`src/rtl/correlator_tdm_if.sv`:
```
// Sample/slot input bus and daisy-chained visibility output bus of one correlator_tdm stage.
// The slave modport is the stage; the master modport is whoever feeds it and consumes its output.
interface correlator_tdm_if #(
    parameter int unsigned WIDTH = 32,
    parameter int unsigned ABITS = 8,
    parameter int unsigned TRATE = 30,
    parameter int unsigned TBITS = (TRATE > 1) ? $clog2(TRATE) : 1
);
    logic             valid_i;
    logic             first_i;
    logic             last_i;
    logic [TBITS-1:0] taddr_i;
    logic [WIDTH-1:0] idata_i;
    logic [WIDTH-1:0] qdata_i;
    logic             prevs_i;
    logic [ABITS-1:0] revis_i;
    logic [ABITS-1:0] imvis_i;
    logic [ABITS-1:0] revis_o;
    logic [ABITS-1:0] imvis_o;
    logic             frame_o;
    logic             valid_o;
    logic             error_o;

    modport slave (
        input  valid_i, first_i, last_i, taddr_i, idata_i, qdata_i,
        input  prevs_i, revis_i, imvis_i,
        output revis_o, imvis_o, frame_o, valid_o, error_o
    );

    modport master (
        output valid_i, first_i, last_i, taddr_i, idata_i, qdata_i,
        output prevs_i, revis_i, imvis_i,
        input  revis_o, imvis_o, frame_o, valid_o, error_o
    );
endinterface

```
`src/rtl/correlator_tdm.sv`:
```
// Time-multiplexed 1-bit complex visibility correlator stage: S1 table lookup, S2 product/accumulator read,
// S3 accumulator write and chained output. Define CORRELATOR_SATURATE_EN for saturating accumulation.
module correlator_tdm #(
    parameter int unsigned WIDTH = 32,
    parameter int unsigned ABITS = 8,
    parameter int unsigned TRATE = 30,
    parameter int unsigned SBITS = (WIDTH > 1) ? $clog2(WIDTH) : 1,
    parameter int unsigned TBITS = (TRATE > 1) ? $clog2(TRATE) : 1,
    parameter logic [TRATE*SBITS-1:0] ATAB = '0,
    parameter logic [TRATE*SBITS-1:0] BTAB = '0,
    parameter logic [TRATE-1:0] AUTOS = '0
) (
    input logic             clock,
    input logic             reset,
    correlator_tdm_if.slave bus
);
    localparam logic [TBITS:0]   TRATE_W = TRATE[TBITS:0];
    localparam logic [ABITS-1:0] P1      = ABITS'(1);
    localparam logic [ABITS-1:0] M1      = '1;
`ifdef CORRELATOR_SATURATE_EN
    localparam logic [ABITS-1:0] MAX_V   = {1'b0, {(ABITS-1){1'b1}}};
    localparam logic [ABITS-1:0] MIN_V   = {1'b1, {(ABITS-1){1'b0}}};
`endif

    typedef struct packed {
        logic             valid;
        logic             first;
        logic             last;
        logic [TBITS-1:0] taddr;
        logic             ai;
        logic             aq;
        logic             bi;
        logic             bq;
        logic             is_auto;
    } s1_t;

    typedef struct packed {
        logic             valid;
        logic             first;
        logic             last;
        logic [TBITS-1:0] taddr;
        logic [ABITS-1:0] pre;
        logic [ABITS-1:0] pim;
        logic [ABITS-1:0] acc_re;
        logic [ABITS-1:0] acc_im;
    } s2_t;

    // Product of two +/-1 signs carried as bits (1 = +1, 0 = -1).
    function automatic logic [ABITS-1:0] sign_prod(input logic x, input logic y);
        return (x == y) ? P1 : M1;
    endfunction

    // Returns {saturated, sum} of two ABITS-wide two's-complement values.
    function automatic logic [ABITS:0] acc_add(input logic [ABITS-1:0] a, input logic [ABITS-1:0] b);
`ifdef CORRELATOR_SATURATE_EN
        logic [ABITS:0] wide;
        wide = {a[ABITS-1], a} + {b[ABITS-1], b};
        if (wide[ABITS] != wide[ABITS-1]) begin
            return {1'b1, wide[ABITS] ? MIN_V : MAX_V};
        end
        return {1'b0, wide[ABITS-1:0]};
`else
        return {1'b0, a + b};
`endif
    endfunction

    logic [SBITS-1:0] a_tab [TRATE];
    logic [SBITS-1:0] b_tab [TRATE];

    for (genvar t = 0; t < TRATE; t++) begin : g_tab
        assign a_tab[t] = ATAB[t*SBITS +: SBITS];
        assign b_tab[t] = BTAB[t*SBITS +: SBITS];
    end

    s1_t s1_d, s1_q;
    s2_t s2_d, s2_q;

    logic [ABITS-1:0] acc_re_mem [TRATE];
    logic [ABITS-1:0] acc_im_mem [TRATE];

    logic             in_range;
    logic [TBITS-1:0] lut_idx;
    logic [SBITS-1:0] a_sel;
    logic [SBITS-1:0] b_sel;

    logic [ABITS-1:0] base_re, base_im;
    logic [ABITS-1:0] sum_re, sum_im;
    logic             sat_re, sat_im;
    logic             emit;
    logic             fwd;

    logic [ABITS-1:0] revis_d, revis_q;
    logic [ABITS-1:0] imvis_d, imvis_q;
    logic             valid_d, valid_q;
    logic             frame_d, frame_q;
    logic             error_d, error_q;

    // S1: drop out-of-range slots and pick the A/B antenna bits for this slot.
    // NOTE: every always_comb output gets a default first so no path leaves it unassigned (no latch).
    always_comb begin
        s1_d     = '0;
        in_range = ({1'b0, bus.taddr_i} < TRATE_W);
        lut_idx  = in_range ? bus.taddr_i : '0;
        a_sel    = a_tab[lut_idx];
        b_sel    = b_tab[lut_idx];

        s1_d.valid   = bus.valid_i && in_range;
        s1_d.first   = bus.first_i;
        s1_d.last    = bus.last_i;
        s1_d.taddr   = lut_idx;
        s1_d.ai      = bus.idata_i[a_sel];
        s1_d.aq      = bus.qdata_i[a_sel];
        s1_d.bi      = bus.idata_i[b_sel];
        s1_d.bq      = bus.qdata_i[b_sel];
        s1_d.is_auto = AUTOS[lut_idx];
    end

    // S2: product, plus accumulator read forwarded from S3 when S3 is writing the same slot this cycle.
    always_comb begin
        s2_d       = '0;
        s2_d.valid = s1_q.valid;
        s2_d.first = s1_q.first;
        s2_d.last  = s1_q.last;
        s2_d.taddr = s1_q.taddr;

        if (s1_q.is_auto) begin
            s2_d.pre = s1_q.ai ? P1 : M1;
            s2_d.pim = s1_q.aq ? P1 : M1;
        end else begin
            s2_d.pre = sign_prod(s1_q.ai, s1_q.bi) + sign_prod(s1_q.aq, s1_q.bq);
            s2_d.pim = sign_prod(s1_q.aq, s1_q.bi) - sign_prod(s1_q.ai, s1_q.bq);
        end

        fwd         = s2_q.valid && (s2_q.taddr == s1_q.taddr);
        s2_d.acc_re = fwd ? sum_re : acc_re_mem[s1_q.taddr];
        s2_d.acc_im = fwd ? sum_im : acc_im_mem[s1_q.taddr];
    end

    // S3: new accumulator value, and the output word (local emission has priority over upstream).
    always_comb begin
        base_re          = s2_q.first ? '0 : s2_q.acc_re;
        base_im          = s2_q.first ? '0 : s2_q.acc_im;
        {sat_re, sum_re} = acc_add(base_re, s2_q.pre);
        {sat_im, sum_im} = acc_add(base_im, s2_q.pim);

        emit    = s2_q.valid && s2_q.last;
        valid_d = emit || bus.prevs_i;
        revis_d = emit ? sum_re : bus.revis_i;
        imvis_d = emit ? sum_im : bus.imvis_i;
        frame_d = emit && (s2_q.taddr == '0);
        error_d = error_q || (emit && bus.prevs_i);
`ifdef CORRELATOR_SATURATE_EN
        error_d = error_d || (s2_q.valid && (sat_re || sat_im));
`endif
    end

    // NOTE: sequential state uses non-blocking assignments so every flop samples pre-edge values.
    always_ff @(posedge clock) begin
        if (reset) begin
            s1_q    <= '0;
            s2_q    <= '0;
            revis_q <= '0;
            imvis_q <= '0;
            valid_q <= 1'b0;
            frame_q <= 1'b0;
            error_q <= 1'b0;
        end else begin
            s1_q    <= s1_d;
            s2_q    <= s2_d;
            revis_q <= revis_d;
            imvis_q <= imvis_d;
            valid_q <= valid_d;
            frame_q <= frame_d;
            error_q <= error_d;
        end
    end

    // NOTE: the accumulator bank is not reset; every frame starts with first_i, which overwrites it.
    always_ff @(posedge clock) begin
        if (!reset && s2_q.valid) begin
            acc_re_mem[s2_q.taddr] <= sum_re;
            acc_im_mem[s2_q.taddr] <= sum_im;
        end
    end

    assign bus.revis_o = revis_q;
    assign bus.imvis_o = imvis_q;
    assign bus.valid_o = valid_q;
    assign bus.frame_o = frame_q;
    assign bus.error_o = error_q;
endmodule

```
`src/flat_wrapper.sv`:
```
// flat-port wrapper written by rule: the top's interface ports become plain ports
module correlator_tdm_flat 
#(
    parameter int unsigned WIDTH = 32,
    parameter int unsigned ABITS = 8,
    parameter int unsigned TRATE = 30,
    parameter int unsigned SBITS = (WIDTH > 1) ? $clog2(WIDTH) : 1,
    parameter int unsigned TBITS = (TRATE > 1) ? $clog2(TRATE) : 1,
    parameter logic [TRATE*SBITS-1:0] ATAB = '0,
    parameter logic [TRATE*SBITS-1:0] BTAB = '0,
    parameter logic [TRATE-1:0] AUTOS = '0
)
  (clock, reset, bus_valid_i, bus_first_i, bus_last_i, bus_taddr_i, bus_idata_i, bus_qdata_i, bus_prevs_i, bus_revis_i, bus_imvis_i, bus_revis_o, bus_imvis_o, bus_frame_o, bus_valid_o, bus_error_o);
  correlator_tdm_if #(.WIDTH(WIDTH), .ABITS(ABITS), .TRATE(TRATE), .TBITS(TBITS)) bus_i ();
  input logic clock;
  input logic reset;
  input wire logic [$bits(bus_i.valid_i)-1:0] bus_valid_i;
  input wire logic [$bits(bus_i.first_i)-1:0] bus_first_i;
  input wire logic [$bits(bus_i.last_i)-1:0] bus_last_i;
  input wire logic [$bits(bus_i.taddr_i)-1:0] bus_taddr_i;
  input wire logic [$bits(bus_i.idata_i)-1:0] bus_idata_i;
  input wire logic [$bits(bus_i.qdata_i)-1:0] bus_qdata_i;
  input wire logic [$bits(bus_i.prevs_i)-1:0] bus_prevs_i;
  input wire logic [$bits(bus_i.revis_i)-1:0] bus_revis_i;
  input wire logic [$bits(bus_i.imvis_i)-1:0] bus_imvis_i;
  output wire logic [$bits(bus_i.revis_o)-1:0] bus_revis_o;
  output wire logic [$bits(bus_i.imvis_o)-1:0] bus_imvis_o;
  output wire logic [$bits(bus_i.frame_o)-1:0] bus_frame_o;
  output wire logic [$bits(bus_i.valid_o)-1:0] bus_valid_o;
  output wire logic [$bits(bus_i.error_o)-1:0] bus_error_o;
  assign bus_i.valid_i = bus_valid_i;
  assign bus_i.first_i = bus_first_i;
  assign bus_i.last_i = bus_last_i;
  assign bus_i.taddr_i = bus_taddr_i;
  assign bus_i.idata_i = bus_idata_i;
  assign bus_i.qdata_i = bus_qdata_i;
  assign bus_i.prevs_i = bus_prevs_i;
  assign bus_i.revis_i = bus_revis_i;
  assign bus_i.imvis_i = bus_imvis_i;
  assign bus_revis_o = bus_i.revis_o;
  assign bus_imvis_o = bus_i.imvis_o;
  assign bus_frame_o = bus_i.frame_o;
  assign bus_valid_o = bus_i.valid_o;
  assign bus_error_o = bus_i.error_o;
  correlator_tdm #(.WIDTH(WIDTH), .ABITS(ABITS), .TRATE(TRATE), .SBITS(SBITS), .TBITS(TBITS), .ATAB(ATAB), .BTAB(BTAB), .AUTOS(AUTOS)) u_core (.clock(clock), .reset(reset), .bus(bus_i));
endmodule
```
`config.mk`:
```
export PLATFORM = sky130hd
export DESIGN_NAME = correlator_tdm_flat
export DESIGN_NICKNAME = d
export VERILOG_FILES = /design/src/rtl/correlator_tdm_if.sv /design/src/rtl/correlator_tdm.sv /design/src/flat_wrapper.sv
export SDC_FILE = /design/constraint.sdc
export NUM_CORES = 1
export LEC_CHECK = 0
export CAP_MARGIN = 10
export CORE_UTILIZATION = 54
export CTS_CLUSTER_SIZE = 40
export DETAILED_ROUTE_END_ITERATION = 10
export GPL_TIMING_DRIVEN = 0
export PLACE_DENSITY = 0.83
export SYNTH_ARGS = -nofsm -noshare
export SYNTH_HDL_FRONTEND = slang
export SYNTH_SLANG_ARGS = --single-unit
```
`constraint.sdc`:
```
create_clock -name clock -period 2.65 [get_ports clock]
set_input_delay 0.53 -clock clock [delete_from_list [all_inputs] [get_ports clock]]
set_output_delay 0.53 -clock clock [all_outputs]
set_load 0.02 [all_outputs]
```
==> summary.md <==
| Metric | Value |
|---|---|
| Dpl hpwl | approximately 35 mm |
| Area leader, netlist | edfxtp_1 |
| GPL Wtd Cong | roughly 0.93 |
| Routed vias/inst | around 6.6 |
| Clock Skews | 0.03195 ns |
| Minimum clock period | ~2.7 ns |
| Final wirelength | about 54 mm |
| Top-Level Pins | 110 |
| Hold Worst Slack | between 0.4 and 0.5 ns |
| Synth area leaders | edfxtp_1, mux4_2, dfxtp_1, mux2_2, nor2_1 |
| Vias in the first global route | ~11000 |
| DR iter-0 viols | around 1800 |
| Worst-Skew Late Latency | between 0.5 and 0.6 ns |
| Hold Path Class | register to register |
| Met1 Use GR | 38.57% |
| Met3 Use GR | between 5 and 6% |
| Antenna viol nets, final | 0 |
| Crit-path max FO | 17 |
| # DRC | 0 |
| Max Cap Viol | 0 |
| Cell Area, Synth | 20550 sq um |
| Hold Vio Cnt, Final | 0 |
| CP max stage cell | dfxtp_1 |
| Non-filler cells, final | approximately 1800 |
| CTS Hold Bufs | 0 |
| Static leakage | ~0.0078 uW |
| Outcome | finished, violations left |
| Area of the core | ~38000 sq um |
| Chip width | approximately 200 microns |
| CP endpoint kind | register |
| Slew Viols, Final | 0 |
| DRT Pass-1 Iters | 6 |
| Failing checks | negative setup slack |
| Critical Path RT | 3.14 ns |
| H-tree Lvls | 2 |
| N_diodes | 0 |
| WS Path Type | register to register |
| Worst-path clk slew | 0.07 ns |
| Die Ht | slightly below 200 microns |
| Largest net degree at the start of global routing | 33 |
| Final Instance Area | 24290 sq um |
| Fillcell total | roughly 2300 |
| FF+latch count, synth | 532 |
| Final setup margin | -0.004530 ns |
| Critical path origin | u_core.s2_q[38] |
| Avg Cell Area, Syn | approximately 19 sq um |
| Power Density | ~720 nW/um^2 |
| CTS max path bufs | 3 |
| Avg WL per Cell | 30.81 microns |
| Grt total ovfl | 0 |
| Post-synthesis sequential area ratio | between 70% and 80% |
| Syn Nets | ~1200 |
| Synth Flop Type | edfxtp_1 |
| Yosys top cell area share | 70.14% |
| Netlist cell types | 49 |
| Site row count | just over 70 |
| Initial Utilization | 54.69% |
| Cell Chain, Critical Path | buf_4, nor2b_1, ha_2, ha_2, xnor2_2, buf_8, nand2_1, a21oi_1 |
| Global-route wire length before repair | 77.22 mm |
| Critical Path AT | about 3.2 ns |
| Area grow syn2layout | 18.17% |
| Finish-stage setup viols | 1 |
| Crit-path most repeated cell | ha_2 |
| Share of cells above drive strength 1 | 28.93% |
| RSZ-0062 raised after global routing | yes |
| VDD IR-drop max | between 0.0004 and 0.0005 V |
| Port Buffers | 45 |
| Antenna violations before repair | 0 |
| CTS tree | yes |
| DR vias | about 12000 |
| GR peak layer | met2 |
| Num CTS Buffers | between 40 and 50 |
| Total power | approximately 18000 uW |
| Dpl cell area | between 20000 and 25000 sq um |
| GRT Total Usage | between 20% and 30% |
| EDFF count, synth | between 400 and 500 |
| Placed Instances | roughly 1700 |
| Clock Sinks | 532 |
| Max stage delay on crit path | ~0.65 ns |
| Clk root buf | clkbuf_16 |
| Die ar. | around 39000 sq um |
| Min-delay src | u_core.s1_q[12] |
| Mapped Cells | around 1100 |
| Startpoint types | register |
| Met2 usage | roughly 45% |
| FFs w/ async S/R, synth | 0% |
| Measured slew at the worst slew-check pin | a little over 0.9 ns |
| YS warnings | 0 |
| Layout Nets | 1300 |
| Fin crit share | 100.2% |
| Worst r2r src | u_core.s2_q[38] |
| Max frequency | 0.3767 GHz |
| Worst rel slew slack | 38.50% |
==> registers in the layout (all words and copies together) (netlist names) <==
register / cells
u_core.acc_im_mem: 240
u_core.acc_re_mem: 240
u_core.bus.error_o: 1
u_core.bus.frame_o: 1
u_core.bus.imvis_o: 8
u_core.bus.revis_o: 8
u_core.bus.valid_o: 1
u_core.s1_q: 8
u_core.s2_q: 25
==> worst max-delay path: cells and delay by family, from the launching register on <==
family | cells | cell delay (ns)
buffers and inverters | 2 | 0.59
flip-flops | 1 | 0.65
AO/OA/AOI/OAI | 1 | 0.14
XOR/XNOR | 1 | 0.64
AND/OR/NAND/NOR | 2 | 0.15
adder cells (fa/ha/maj) | 2 | 0.39
==> stage by stage <==
stage / utilization, % / setup slack, ns / setup TNS [ns]
final: 64.63 / -0.004530 / -0.004530
after global placement: 57.60 / -1.210 / -571.34
after global routing: 64.63 / -0.05671 / -0.1088
after CTS: 64.38 / -0.009554 / -0.009554
after detailed placement: 60.06 / -0.5319 / -63.52
after floorplan: - / -0.008888 / -0.008888
==> cells by family (layout without fill, tap and decap cells) <==
group | count (synthesis) | in the layout | synth area share, %
and+or+nand+nor | 206 | 206 | 4.950
AOI/OAI and AO/OA | 90 | 90 | 2.995
DFF | 532 | 532 | 75.20
xor gates and xnor gates | 8 | 8 | 0.3410
buffers and inverters | 67 | 251 | 1.839
adders and majority gates | 2 | 2 | 0.1217
muxes | 159 | 159 | 14.55
==> cells in the mapped netlist, types with 7 or more instances <==
cell,instances
clkbuf_1,21
o21ai_0,10
nand2b_1,10
buf_4,13
nor2_1,57
a21oi_1,21
a211oi_1,10
nand3b_1,8
edfxtp_1,480
mux2i_1,16
nor2b_1,29
o22ai_1,16
buf_2,14
and2_1,10
xor2_1,7
buf_6,8
a2111oi_0,7
dfxtp_1,52
nor3_1,22
mux4_2,107
nand2_1,48
mux2_2,35
==> cell usage in the layout (no fill, tap or decap), drive strengths merged, types with 19 or more instances in the layout <==
cell,count
dfxtp,52
nor2,57
mux4,108
clkinv,19
mux2,35
clkbuf,93
a21oi,21
buf,83
edfxtp,480
nand2,48
nor3,22
clkdlybuf4s50,45
nor2b,29
==> repair_timing <==
action,in CTS,in global routing
endpoints found under the setup margin,173,43
pin swaps,1,2
setup buffers,1,2
gates resized for setup,19,21
==> routing by layer <==
metal / wire length, microns / vias to the layer above
met5: 0 / -
met4: 2651 / 0
met3: 6855 / 208
met2: 25500 / 1021
met1: 19190 / 5867
li1: - / 4580
==> worst paths after layout <==
check	to	slack, ns	cells past startpoint
setup reg to reg	u_core.s2_q[11]	-0.005	8
hold reg to reg	u_core.s2_q[39]	0.46	1
hold / removal	u_core.s2_q[39]	0.46	1
setup / recovery	u_core.s2_q[11]	-0.005	8
==> area by class of cell <==
type	instances	area (sq um)	area share [%]
clock buffers	68	1370	5.641
plain buffers	61	399.1	1.643
repair buffers	92	1296	5.337
inverters	6	22.52	0.09274
flip-flops and latches	532	15450	63.64
well taps	511	639.4	2.633
clock inverters	24	196.4	0.8089
multi-input cells	465	4907	20.21
==> where the power goes <==
part	total, uW	internal, uW	switching (uW)
clock network	6920	3910	3010
logic	1300	488	809
registers	9360	9330	32.1
(Power assumes the default switching activity.)
